===== src/rtl/sub_div_seq_if.sv =====
// Start/done handshake bundle between the execute stage and the sequential divider.
interface sub_div_seq_if;
   logic        start;
   logic        is_signed;
   logic [31:0] dividend;
   logic [31:0] divisor;
   logic        busy;
   logic        done;
   logic [31:0] quotient;
   logic [31:0] remainder;
   logic        div_zero;

   modport master (
      output start, is_signed, dividend, divisor,
      input  busy, done, quotient, remainder, div_zero
   );

   modport slave (
      input  start, is_signed, dividend, divisor,
      output busy, done, quotient, remainder, div_zero
   );
endinterface


===== src/rtl/sub_div_seq.sv =====
// Sequential 32-bit signed/unsigned restoring divider. One shared subtractor does the
// operand negation, all 32 division steps and the final sign fix-up.

module fast_sub_32 (
   input  logic [31:0] a,
   input  logic [31:0] b,
   output logic [31:0] diff,
   output logic        no_borrow
);
   logic [32:0] sum;

   // a + ~b + 1; carry out set means a >= b unsigned
   assign sum       = {1'b0, a} + {1'b0, ~b} + 33'd1;
   assign diff      = sum[31:0];
   assign no_borrow = sum[32];
endmodule

module sub_div_seq (
   input  logic           clk,
   input  logic           rst,
   sub_div_seq_if.slave   bus
);
   typedef enum logic [2:0] {
      S_IDLE, S_NEG_A, S_NEG_B, S_ITER, S_FIX_Q, S_FIX_R, S_DONE
   } state_t;

   state_t      state_q, state_d;
   logic [5:0]  cnt_q, cnt_d;
   logic [31:0] q_q, q_d;
   logic [31:0] d_q, d_d;
   logic [31:0] r_q, r_d;
   logic        sgn_q, sgn_d;
   logic        sa_q, sa_d;
   logic        sb_q, sb_d;
   logic        dz_q, dz_d;
   logic [31:0] quot_q, quot_d;
   logic [31:0] rem_q, rem_d;
   logic        busy_q, busy_d;
   logic        done_q, done_d;

   logic [31:0] sub_a, sub_b, sub_diff;
   logic        sub_nb;
   logic [32:0] rp;
   logic        take;

   fast_sub_32 u_sub (
      .a         (sub_a),
      .b         (sub_b),
      .diff      (sub_diff),
      .no_borrow (sub_nb)
   );

   // Shifted partial remainder; q_q doubles as the dividend shift register.
   assign rp = {r_q, q_q[31]};

   always_comb begin
      state_d = state_q;
      cnt_d   = cnt_q;
      q_d     = q_q;
      d_d     = d_q;
      r_d     = r_q;
      sgn_d   = sgn_q;
      sa_d    = sa_q;
      sb_d    = sb_q;
      dz_d    = dz_q;
      quot_d  = quot_q;
      rem_d   = rem_q;
      sub_a   = 32'd0;
      sub_b   = 32'd0;
      take    = 1'b0;

      case (state_q)
         S_IDLE, S_DONE: begin
            state_d = S_IDLE;
            if (bus.start) begin
               q_d     = bus.dividend;
               d_d     = bus.divisor;
               sgn_d   = bus.is_signed;
               r_d     = 32'd0;
               cnt_d   = 6'd0;
               state_d = S_NEG_A;
            end
         end
         S_NEG_A: begin
            sub_b = q_q;
            sa_d  = sgn_q & q_q[31];
            if (sgn_q & q_q[31]) q_d = sub_diff;
            state_d = S_NEG_B;
         end
         S_NEG_B: begin
            sub_b = d_q;
            sb_d  = sgn_q & d_q[31];
            if (sgn_q & d_q[31]) d_d = sub_diff;
            dz_d    = (d_q == 32'd0);
            state_d = S_ITER;
         end
         S_ITER: begin
            sub_a = rp[31:0];
            sub_b = d_q;
            // A set bit 32 means r' already exceeds any 32-bit divisor.
            take  = rp[32] | sub_nb;
            r_d   = take ? sub_diff : rp[31:0];
            q_d   = {q_q[30:0], take};
            cnt_d = cnt_q + 6'd1;
            if (cnt_q == 6'd31) state_d = S_FIX_Q;
         end
         S_FIX_Q: begin
            sub_b   = q_q;
            quot_d  = (sgn_q & (sa_q ^ sb_q) & ~dz_q) ? sub_diff : q_q;
            state_d = S_FIX_R;
         end
         S_FIX_R: begin
            sub_b   = r_q;
            rem_d   = (sgn_q & sa_q) ? sub_diff : r_q;
            state_d = S_DONE;
         end
         default: state_d = S_IDLE;
      endcase

      busy_d = (state_d != S_IDLE) && (state_d != S_DONE);
      done_d = (state_d == S_DONE);
   end

   always_ff @(posedge clk) begin
      if (rst) begin
         state_q <= S_IDLE;
         cnt_q   <= 6'd0;
         q_q     <= 32'd0;
         d_q     <= 32'd0;
         r_q     <= 32'd0;
         sgn_q   <= 1'b0;
         sa_q    <= 1'b0;
         sb_q    <= 1'b0;
         dz_q    <= 1'b0;
         quot_q  <= 32'd0;
         rem_q   <= 32'd0;
         busy_q  <= 1'b0;
         done_q  <= 1'b0;
      end else begin
         state_q <= state_d;
         cnt_q   <= cnt_d;
         q_q     <= q_d;
         d_q     <= d_d;
         r_q     <= r_d;
         sgn_q   <= sgn_d;
         sa_q    <= sa_d;
         sb_q    <= sb_d;
         dz_q    <= dz_d;
         quot_q  <= quot_d;
         rem_q   <= rem_d;
         busy_q  <= busy_d;
         done_q  <= done_d;
      end
   end

   assign bus.busy      = busy_q;
   assign bus.done      = done_q;
   assign bus.quotient  = quot_q;
   assign bus.remainder = rem_q;
   assign bus.div_zero  = dz_q;
endmodule


===== src/flat_wrapper.sv =====
// flat-port wrapper written by rule: the top's interface ports become plain ports
module sub_div_seq_flat 
  (clk, rst, bus_start, bus_is_signed, bus_dividend, bus_divisor, bus_busy, bus_done, bus_quotient, bus_remainder, bus_div_zero);
  sub_div_seq_if bus_i ();
  input  logic clk;
  input  logic rst;
  input wire logic [$bits(bus_i.start)-1:0] bus_start;
  input wire logic [$bits(bus_i.is_signed)-1:0] bus_is_signed;
  input wire logic [$bits(bus_i.dividend)-1:0] bus_dividend;
  input wire logic [$bits(bus_i.divisor)-1:0] bus_divisor;
  output wire logic [$bits(bus_i.busy)-1:0] bus_busy;
  output wire logic [$bits(bus_i.done)-1:0] bus_done;
  output wire logic [$bits(bus_i.quotient)-1:0] bus_quotient;
  output wire logic [$bits(bus_i.remainder)-1:0] bus_remainder;
  output wire logic [$bits(bus_i.div_zero)-1:0] bus_div_zero;
  assign bus_i.start = bus_start;
  assign bus_i.is_signed = bus_is_signed;
  assign bus_i.dividend = bus_dividend;
  assign bus_i.divisor = bus_divisor;
  assign bus_busy = bus_i.busy;
  assign bus_done = bus_i.done;
  assign bus_quotient = bus_i.quotient;
  assign bus_remainder = bus_i.remainder;
  assign bus_div_zero = bus_i.div_zero;
  sub_div_seq u_core (.clk(clk), .rst(rst), .bus(bus_i));
endmodule

===== config.mk =====
export PLATFORM = sky130hd
export DESIGN_NAME = sub_div_seq_flat
export DESIGN_NICKNAME = d
export VERILOG_FILES = /design/src/rtl/sub_div_seq_if.sv /design/src/rtl/sub_div_seq.sv /design/src/flat_wrapper.sv
export SDC_FILE = /design/constraint.sdc
export NUM_CORES = 1
export LEC_CHECK = 0
export CAP_MARGIN = 15
export CORE_MARGIN = 2
export CORE_UTILIZATION = 45
export CTS_CLUSTER_DIAMETER = 150
export DETAILED_ROUTE_END_ITERATION = 16
export PLACE_DENSITY = 0.69
export SYNTH_ARGS = -nofsm -noshare
export SYNTH_HDL_FRONTEND = slang
export SYNTH_SLANG_ARGS = --single-unit

===== constraint.sdc =====
create_clock -name clk -period 6.3 [get_ports clk]
set_clock_uncertainty 0.15 [all_clocks]
set_input_delay 1.26 -clock clk [delete_from_list [all_inputs] [get_ports clk]]
set_output_delay 1.26 -clock clk [all_outputs]
set_load 0.03 [all_outputs]

==> impl_metrics.yaml <==
cts:
  hold_buffers: 0
  cts_buffer_depth: 2
  post_cts_buffers: 0
  cts_resized: 0
  cts_tree: "done"
  cts_made_buffers: 17
  cts.clk_slew.worst_paths_ns: 0.08
  clk-insertion-delay-late_ns: 0.44
  clkSinkCount: 175
  ctsHtreeMaxLevel: 4
  cts-root-buf: "clkbuf_16"
sta:
  period_minus_slack_ns: 5.05
  fmax_ghz: 0.198
  period_share: 0.802
  whs_ns: 0.315
  rsz0062_at_grt: "false"
  setup_viol: 0
  slew-limit-headroom: 0.213
  fin_tns_setup_ns: 0
  finalHoldViolCount: 0
  final_max_slew_viol_count: 0
  setup_ws_ns: 1.25
  tightest_slew_ns: 1.18
grt:
  antenna_found_initial: 0
  grt_pass1_vias: 10028
  grt_max_degree: 77
  grt-ovfl-total: 0
  grt_usage: 0.301
  grt_pass1_wl_microns: 56900
setup_path:
  cp-endpoint: "u_core.r_q[0]"
  critical_path_class: "register to register"
  cp_top_family: "compound AO/OA/AOI/OAI gates"
  end_kind: "register"
  worst_setup_path_start_kind: "register"
  crit_path_top_delay_cell: "nor2b_2"
  reg2reg_to: "u_core.r_q[0]"
  worst_path_most_repeated_cell: "buf_4"
  path_depth: 15
  cp_slowest_stage_delay_ns: 0.83
  cp.arrival_ns: 5.23
  worstPathCellList: "buf_4, nor2b_2, buf_4, a21oi_1, ha_1, a21o_1, a21oi_2, o211ai_1, a31oi_1, o31ai_4, a311oi_4, o21ai_4, buf_12, or2_2, a32o_1"
  path_max_fanout: 34
  critical_path_required_ns: 6.47
  cp-startpoint: "u_core.state_q[1]"
  path_buf_inv: 3
  rr_worst_depth: 15
  rrSetupSlack_ns: 1.25
  r2r_start: "u_core.state_q[1]"
synthesis:
  synth_nets: 1462
  synth.distinct_cells: 62
  synth_ff_type: "dfxtp_1"
  syn_avg_cell_area_sq_um: 7.62
  synth_edf_count: 0
  synthArstFlopShare: 0
  syn_area_sq_um: 10400
  ys_seq_area_frac: 0.338
  yosys_warnings: 0
  synth_cells: 1360
  ys_ff_latch: 175
floorplanning:
  die_area_sq_um: 24200
  rows: 55
  ios: 135
  coreArea_sq_um: 22600
  fp.dieH_microns: 156
  die_w_microns: 156
  initial_core_util: 0.457
power_and_ir_drop:
  power.total_mw: 3.26
  ir_worst_vdd_v: 0.000139
  power.leakage_nw: 4.66
  powerDensity_nw_per_um2: 264
finish:
  finalNetCount: 1516
  drive_gt1_frac: 0.0526
  syn_to_final_growth_pct: 19.1
  fin_area_sq_um: 12300
  n_fill_cell: 2158
  antenna_cells: 0
  multi_input_area_sq_um: 6320
  final-seq-area_sq_um: 3500
placed_design:
  gp_congestion: 0.923
  dp_hpwl_microns: 25900
  dpl_cell_area_sq_um: 11800
  dpl_worst_slack_ns: 1.32
  port_buffers: 134
routing:
  vias: 10611
  drc_errors: 0
  wl_per_cell_microns: 21.3
  drt_iter0_markers: 973
  dr.pass1.iters: 5
  wl_microns: 36500
  ant_nets: 0
  vias_per_cell: 6.20
hold_path:
  hold_path.class: "register to register"
status:
  outcome: "finished clean"
run:
  cap_violations: 0
flip-flops by register name (all words and copies together) (netlist names):
register and cells:
u_core.sa_q 1, u_core.bus.remainder 32, u_core.q_q 32, u_core.cnt_q 6, u_core.sb_q 1, u_core.bus.busy 1, u_core.bus.div_zero 1, u_core.bus.quotient 32
u_core.sgn_q 1, u_core.state_q 3, u_core.bus.done 1, u_core.d_q 32, u_core.r_q 32
per-stage QoR:
step	instances	utilization
6_report	1712	0.545
5_1_grt	1712	0.545
4_1_cts	1712	0.545
3_5_place_dp	1680	0.519
3_3_place_gp	1680	0.519
2_1_floorplan	1360	-
cell usage after synthesis, types with 24 or more instances:
cell / count / share of area
nor2_1: 200 / 0.072
dfxtp_1: 175 / 0.34
nand2_1: 160 / 0.058
a21oi_1: 104 / 0.050
clkbuf_1: 103 / 0.037
o21ai_0: 69 / 0.033
a211oi_1: 58 / 0.042
mux2i_1: 47 / 0.045
o211ai_1: 45 / 0.033
and3_1: 44 / 0.027
ha_1: 33 / 0.040
a22oi_1: 32 / 0.023
inv_1: 24 / 0.0087
worst min-delay path by stage:
stage	endpoint	slack, ns	depth (start not counted)	startpoint
global placement	u_core.bus.quotient[1]	0.30	2	u_core.bus.quotient[1]
floorplan	u_core.d_q[0]	0.30	2	u_core.d_q[0]
CTS	u_core.bus.quotient[1]	0.32	2	u_core.bus.quotient[1]
global route	u_core.bus.quotient[1]	0.33	2	u_core.bus.quotient[1]
detailed placement	u_core.bus.quotient[0]	0.31	2	u_core.bus.quotient[0]
finish	u_core.bus.quotient[0]	0.31	2	u_core.bus.quotient[0]
power breakdown:
part | switching, mW | total, mW | internal, mW
combinational | 0.632 | 0.958 | 0.326
sequential | 0.0744 | 1.23 | 1.16
clock | 0.535 | 1.06 | 0.530
total | 1.24 | 3.26 | 2.02
worst register-to-register path: cells and delay by family (launching register included):
kind / cells / cell delay (ns)
and+or+nand+nor: 2 / 1.12
DFF: 1 / 0.31
AOI/OAI and AO/OA: 9 / 2.01
buffers and inverters: 3 / 0.97
adders and majority gates: 1 / 0.38
cells by family after synthesis:
| group | after synthesis | synth area share |
|---|---|---|
| adders and majority gates | 34 | 0.0418 |
| AOI/OAI and AO/OA | 429 | 0.279 |
| and+or+nand+nor | 501 | 0.212 |
| DFF | 175 | 0.338 |
| muxes | 48 | 0.0465 |
| xor gates and xnor gates | 32 | 0.0271 |
| buffers and inverters | 141 | 0.0554 |
per-layer routing:
| layer | global-route usage | routed length [microns] | vias to the layer above |
|---|---|---|---|
| met5 | 0 | 0 | - |
| met4 | 0.144 | 1730 | 0 |
| met3 | 0.0511 | 2660 | 104 |
| met2 | 0.497 | 17000 | 472 |
| met1 | 0.384 | 15100 | 5028 |
| li1 | - | - | 5007 |
layout by cell type, fill, tap and decap left out, types with 5 or more instances in the layout:
cell type,count
a21o_1,11
nor3_1,18
a311oi_1,18
a22o_1,6
nand2_1,160
a21oi_1,104
nand2b_1,17
buf_4,18
a22oi_1,32
xnor2_1,15
nand3_1,22
o21ai_0,69
dfxtp_1,174
a221oi_1,19
nor2b_1,5
clkdlybuf4s50_1,133
and2_1,6
o211ai_1,45
nor2_1,199
nor4_1,10
clkinv_4,5
xor2_1,16
o21ai_1,20
o21bai_1,5
ha_1,33
nand4_1,7
and3_1,44
mux2i_1,47
o221ai_1,9
a211oi_1,58
clkbuf_16,17
inv_1,24
inv_8,5
layout make-up:
| class | instances | share of cell area |
|---|---|---|
| Multi-Input combinational cell | 1044 | 0.512 |
| Sequential cell | 175 | 0.284 |
| Timing Repair Buffer | 152 | 0.121 |
| Clock buffer | 18 | 0.0348 |
| Tap cell | 285 | 0.0289 |
| Clock inverter | 14 | 0.0121 |
| Inverter | 24 | 0.00731 |
Note: power is estimated with default switching activity, not from simulation.
